$ cat src/rtl/uart_rx.sv
// 8N1 UART receiver: two-flop synchronizer, mid-bit sampling, one-cycle valid/frame_err strobes.
// After a framing error the receiver waits for the line to return high, so a held-low break is not decoded as repeated 0x00 bytes.
module uart_rx #(
    parameter int CLKS_PER_BIT = 5208,
    parameter int CNT_W        = 13
) (
    input  logic       sysclk,
    input  logic       reset,
    input  logic       rx,
    output logic [7:0] data,
    output logic       valid,
    output logic       frame_err,
    output logic       busy
);

    typedef enum logic [2:0] {
        IDLE      = 3'd0,
        START     = 3'd1,
        DATA      = 3'd2,
        STOP      = 3'd3,
        WAIT_HIGH = 3'd4
    } state_t;

    localparam logic [CNT_W-1:0] HALF_LAST = CNT_W'(CLKS_PER_BIT / 2 - 1);
    localparam logic [CNT_W-1:0] BIT_LAST  = CNT_W'(CLKS_PER_BIT - 1);
    localparam logic [CNT_W-1:0] CNT_ONE   = CNT_W'(1);

    state_t           state_q, state_d;
    logic [1:0]       sync_q;
    logic [CNT_W-1:0] cnt_q, cnt_d;
    logic [2:0]       idx_q, idx_d;
    logic [7:0]       sh_q, sh_d;
    logic [7:0]       data_q, data_d;
    logic             valid_q, valid_d;
    logic             ferr_q, ferr_d;
    logic             rx_s;

    assign rx_s      = sync_q[1];
    assign data      = data_q;
    assign valid     = valid_q;
    assign frame_err = ferr_q;
    assign busy      = (state_q != IDLE);

    always_ff @(posedge sysclk) begin
        if (reset) begin
            sync_q  <= 2'b11;
            state_q <= IDLE;
            cnt_q   <= '0;
            idx_q   <= '0;
            sh_q    <= '0;
            data_q  <= '0;
            valid_q <= 1'b0;
            ferr_q  <= 1'b0;
        end else begin
            sync_q  <= {sync_q[0], rx};
            state_q <= state_d;
            cnt_q   <= cnt_d;
            idx_q   <= idx_d;
            sh_q    <= sh_d;
            data_q  <= data_d;
            valid_q <= valid_d;
            ferr_q  <= ferr_d;
        end
    end

    always_comb begin
        state_d = state_q;
        cnt_d   = cnt_q;
        idx_d   = idx_q;
        sh_d    = sh_q;
        data_d  = data_q;
        valid_d = 1'b0;
        ferr_d  = 1'b0;
        case (state_q)
            IDLE: begin
                cnt_d = '0;
                if (!rx_s) state_d = START;
            end
            // A start bit still low at its midpoint is genuine; anything shorter is a glitch.
            START: begin
                if (cnt_q == HALF_LAST) begin
                    cnt_d = '0;
                    if (!rx_s) begin
                        state_d = DATA;
                        idx_d   = '0;
                    end else begin
                        state_d = IDLE;
                    end
                end else begin
                    cnt_d = cnt_q + CNT_ONE;
                end
            end
            DATA: begin
                if (cnt_q == BIT_LAST) begin
                    cnt_d = '0;
                    sh_d  = {rx_s, sh_q[7:1]};
                    if (idx_q == 3'd7) state_d = STOP;
                    else               idx_d   = idx_q + 3'd1;
                end else begin
                    cnt_d = cnt_q + CNT_ONE;
                end
            end
            STOP: begin
                if (cnt_q == BIT_LAST) begin
                    cnt_d = '0;
                    if (rx_s) begin
                        data_d  = sh_q;
                        valid_d = 1'b1;
                        state_d = IDLE;
                    end else begin
                        ferr_d  = 1'b1;
                        state_d = WAIT_HIGH;
                    end
                end else begin
                    cnt_d = cnt_q + CNT_ONE;
                end
            end
            WAIT_HIGH: begin
                cnt_d = '0;
                if (rx_s) state_d = IDLE;
            end
            default: begin
                state_d = IDLE;
                cnt_d   = '0;
            end
        endcase
    end

endmodule
$ cat config.mk
export PLATFORM = sky130hd
export DESIGN_NAME = uart_rx
export DESIGN_NICKNAME = d
export VERILOG_FILES = /design/src/rtl/uart_rx.sv
export SDC_FILE = /design/constraint.sdc
export NUM_CORES = 1
export LEC_CHECK = 0
export ABC_AREA = 1
export CORE_ASPECT_RATIO = 0.75
export CORE_UTILIZATION = 50
export CTS_CLUSTER_SIZE = 10
export DETAILED_ROUTE_END_ITERATION = 6
export DONT_BUFFER_PORTS = 1
export GPL_ROUTABILITY_DRIVEN = 0
export HOLD_SLACK_MARGIN = 0.03
export PLACE_DENSITY = 0.68
export SYNTH_ARGS = -nofsm -noshare
export SYNTH_HDL_FRONTEND = slang
export SYNTH_SLANG_ARGS = --single-unit
$ cat constraint.sdc
create_clock -name sysclk -period 1.4 [get_ports sysclk]
set_input_delay 0.21 -clock sysclk [delete_from_list [all_inputs] [get_ports sysclk]]
set_output_delay 0.21 -clock sysclk [all_outputs]
set_load 0.02 [all_outputs]
### Yosys cells after proc, flatten, opt, wreduce, memory -nomap -nowiden

Index checks and enable logic that the tools add are counted.

* add/sub/neg operators: 2
* equality and inequality tests: 15
* muxes and demuxes: 19
* bitwise operators: 2
* reduce and logical (&&, ||, !) cells: 9

Operators with widths (number)
* two-way mux 3 bit: 11
* two-way mux 13 bit: 2
* case mux 13 bit (2 select lines): 1
* inequality test 2 bit (second input constant): 8
* case mux 3 bit (5 select lines): 1
* adder 13 x 1 -> 13 bit (second input constant): 1
* == test 13 x 12 -> 1 bit (second input constant): 1
* == test 13 bit (second input constant): 1
* == test 3 x 2 -> 1 bit (second input constant): 2
* == test 3 bit (second input constant): 2
* case mux 3 bit (2 select lines): 1
* AND reduction 6 bit: 1
* AND reduction 5 bit: 1
* adder 3 x 1 -> 3 bit (second input constant): 1
* == test 3 x 1 -> 1 bit (second input constant): 1
* zero test 3 bit: 1
* AND reduction 3 bit: 1
* nonzero test 3 bit: 1
* OR reduction 3 bit: 1
* two-way mux 1 bit: 2
* two-way mux 2 bit: 1
* inverter 1 bit: 2
* AND reduction 2 bit: 1
* nonzero test 2 bit: 1
* OR reduction 2 bit: 1

* register bits: 39
* word-level logic and storage cells: 55

### Depth between registers and ports, before layout

* word-level depth: 4
* mapped depth: 9

### Worst setup path after synthesis

No wires, ideal clock.

* path type: register to register
* start point: reg cnt_q[0]
* end point: reg data_q[0] (netlist: data[0])
* library setup time: 0.116 ns
* arrival: 1.379 ns
* slack: -0.095 ns
* stages on the path, launching flop included: 9
* buffers on the path: 0
* period minus slack after synthesis: 1.495 ns
* cells stage by stage: dfxtp_1 > ha_1 > nand2_1 > nor2_1 > nand3_2 > nor3_4 > inv_2 > nor2_1 > nor2_1

* word-level cells in the longest chain between the ends: 2

Ends and longest elaborated chain
* start: declaration: line 30 `logic [CNT_W-1:0] cnt_q, cnt_d;`
* start signal: assignment: line 57 `cnt_q <= cnt_d;`
* == test 13 bit: line 104 `if (cnt_q == BIT_LAST) begin`
* AND reduction 3 bit (no line)
* end signal: assignment: line 60 `data_q <= data_d;`
* end: declaration: line 33 `logic [7:0] data_q, data_d;`

Every way passes these cells.
A chain may end at the register's enable or synchronous reset.

### Worst setup path after layout

* start point: reg cnt_q[0]
* end point: reg sh_q[7]

* word-level cells in the longest chain between the ends: 2

Ends and longest elaborated chain
* == test 13 bit: line 94 `if (cnt_q == BIT_LAST) begin`
* AND reduction 2 bit (no line)
* end signal: assignment: line 50 `sh_q <= '0;`
* end signal: assignment: line 59 `sh_q <= sh_d;`
* end: declaration: line 32 `logic [7:0] sh_q, sh_d;`

Every way passes these cells.

==> flow_summary.ini <==
[run_status]
outcome = finished, violations left
violations = negative hold slack, negative setup slack

[power_and_ir_drop]
p_sw_share_pct = 31.2
p_leak_nw = 1.06
max-vdd-ir-drop_v = 0.000886
comb_power_share_pct = 31.4
clkPwrFrac_pct = 31.0
intPower_w = 0.00217
power_density_mw_per_mm2 = 1280
p_switching_w = 0.000982
seqPwrFrac_pct = 37.6

[drt]
drc_errors = 0
maxUsedRoutingLayer = met4
route.vias.total = 1670
dr_wl_met3_um = 238
dr_wl_met2_um = 1720
routed_wl_um = 4200
drt_iter0_drc = 75
ant_nets = 0
avgViaCountPerCell = 5.06
wl_met1_um = 2200
wire_per_inst_um = 12.7
dr.pass1.iters = 6

[logic_synthesis]
syn_area_mm2 = 0.00172
ys_seq_elements = 39
synth_cells = 237
synth_cell_types = 20
synth.avg_cell_area_um2 = 7.26
synth_nets = 243
ys_seq_area_share_pct = 45.4
ys_warn_count = 0

[cells_and_area]
area_growth_pct = 43.2
fin_nets = 295
final_area_mm2 = 0.00246
layout-drive-gt1-share_pct = 35.9
antennaDiodeCount = 0

[worst_hold_path]
worstHoldPathType = input port to register

[floorplan]
rows = 18
ios = 14
initial_core_util_pct = 52.3
core-area_mm2 = 0.00329
die_area_mm2 = 0.00368
die_height_um = 52.8
die_w_um = 69.7

[sta]
setup-violations-final = 32
hold_viol = 2
setup_slack_ns = -0.0750
tightest_slew_ns = 0.316
fin_skew_ns = 0.00499
relSlewSlack_pct = 78.9
timing.fmax_mhz = 678
slew_viol_final = 0
finalCritPeriodShare_pct = 105
rsz0062_at_grt = true
whs_ns = -0.0257
fin_crit_ns = 1.47

[global_routing]
grt_pass1_vias = 1421
grt_max_degree = 18
antenna_found_initial = 0
grt_pass1_wl_um = 6420
overflow = 0
grt_usage_pct = 22.8

[placed_design]
hpwl_um = 2790
portBuffers = 0
placed_cell_area_mm2 = 0.00207

[worst_setup_path]
cp-end-kind = register
crit_type = register to register
cp-start-kind = register
crit_path_max_fanout = 4
cp.arrival_ns = 1.70
cp.required_ns = 1.63

[clocking]
cts_sinks = 39
cts_buffers = 5
h-tree-depth = 2
cts_tree = done
cts_root_buffer = clkbuf_8
cts_max_path_buffers = 2
clk_pin_slew_ns = 0.08
cts_hold_buf = 3
clock_latency_ns = 0.29

[run]
maxCapViolCount = 0
## power groups by stage
stage | combinational (W) | clock [W] | sequential [W]
global placement | 0.000694 | 0 | 0.00121
global route | 0.00108 | 0.00102 | 0.00119
CTS | 0.000769 | 0.000988 | 0.00118
detailed placement | 0.000709 | 0 | 0.00121
floorplan | 0.000459 | 0 | 0.00122
finish | 0.000990 | 0.000976 | 0.00118
## cell usage after synthesis (all sizes together)
cell type / n / share of area [%]
nor2: 54 / 12
dfxtp: 39 / 45
nand2: 39 / 8.5
inv: 28 / 6.1
o21ai: 22 / 6.4
nor3: 12 / 4.1
a21oi: 11 / 3.2
nand3: 10 / 3.2
nand4: 6 / 2.2
xor2: 5 / 2.5
ha: 3 / 2.2
buf: 2 / 1.3
clkbuf: 2 / 0.44
nand3b: 2 / 1.3
or2: 2 / 0.73
## kinds of logic (layout without fill, tap and decap cells)
logic type / Yosys count / after routing / share of synthesized area (%)
AND/OR/NAND/NOR: 125 / 125 / 32.4
flip-flops: 39 / 39 / 45.4
AO/OA/AOI/OAI: 33 / 33 / 9.60
buffers and inverters: 32 / 85 / 7.85
XOR/XNOR: 5 / 5 / 2.55
adder cells (fa/ha/maj): 3 / 3 / 2.18
## flip-flops by register name, summed over array words and instances, names as in the netlist
| name | flops |
|---|---|
| cnt_q | 13 |
| data | 8 |
| sh_q | 8 |
| idx_q | 3 |
| state_q | 3 |
| sync_q | 2 |
| frame_err | 1 |
| valid | 1 |
## path summary, 6_finish.rpt
path | start | end | slack [ns] | depth (start not counted)
max | cnt_q[0]$_SDFF_PP0_ | sh_q[7]$_SDFFE_PP0P_ | -0.07 | 10
min reg2reg | sh_q[4]$_SDFFE_PP0P_ | sh_q[4]$_SDFFE_PP0P_ | 0.47 | 2
min | reset | idx_q[1]$_SDFFE_PP0P_ | -0.03 | 1
max reg2reg | cnt_q[0]$_SDFF_PP0_ | sh_q[7]$_SDFFE_PP0P_ | -0.07 | 10
## cell type report
cell class	count	area, um^2
clock inverters	2	35.0
clock buffers	6	82.6
flip-flops and latches	39	786
fillers	237	825
multi-input cells	166	965
repair buffers	49	440
inverters	28	105
well taps	40	50.0
## routing by layer
metal  track usage [%]  vias to the layer above
met2              31.9                       52
li1                  -                      864
met1              33.4                      748
met4              8.67                        0
met3              5.77                        6
met5                 0                        -
## stage by stage
stage | utilization, % | setup slack, ns | cells | setup TNS [ns] | power, W
final | 74.9 | -0.0750 | 330 | -1.01 | 0.00315
after CTS | 69.9 | -0.0710 | 323 | -0.522 | 0.00294
after global placement | 62.9 | -0.0426 | 310 | -0.251 | 0.00190
after floorplan | - | 0.00898 | 237 | 0 | 0.00168
after detailed placement | 62.9 | -0.115 | 310 | -1.31 | 0.00192
after global routing | 74.9 | -0.176 | 330 | -3.60 | 0.00329
## repair_timing
| action | CTS | global route |
|---|---|---|
| buffers inserted | 2 | 6 |
| cloned | 0 | 1 |
| endpoints found under the setup margin | 32 | 36 |
| gates resized for setup | 26 | 28 |
| hold endpoints to repair | 4 | 2 |
| pin swaps | 11 | 9 |
## critical path: stages, from the launching register on
cell	delay, ns
dfxtp_2	0.35
ha_4	0.16
nand2_4	0.07
nor2_4	0.13
nand3_4	0.11
buf_6	0.14
nor2_4	0.09
buf_4	0.11
buf_6	0.09
o21ai_2	0.04
a21oi_1	0.11
## layout by cell type (no fill, tap or decap), types with 3 or more instances in the layout
cell type / count
nor2_2: 8
o21ai_0: 8
o21ai_2: 9
nor2_4: 4
buf_6: 6
nor3_1: 9
o21ai_1: 5
inv_2: 5
inv_1: 23
buf_4: 37
dfxtp_1: 35
a21oi_1: 10
dfxtp_2: 4
xor2_1: 5
nand2_1: 31
nor2_1: 42
nand4_1: 6
clkbuf_8: 6
nand3_1: 7
dlygate4sd3_1: 3
nand2_2: 7
Power figures use the tool's default switching activity.
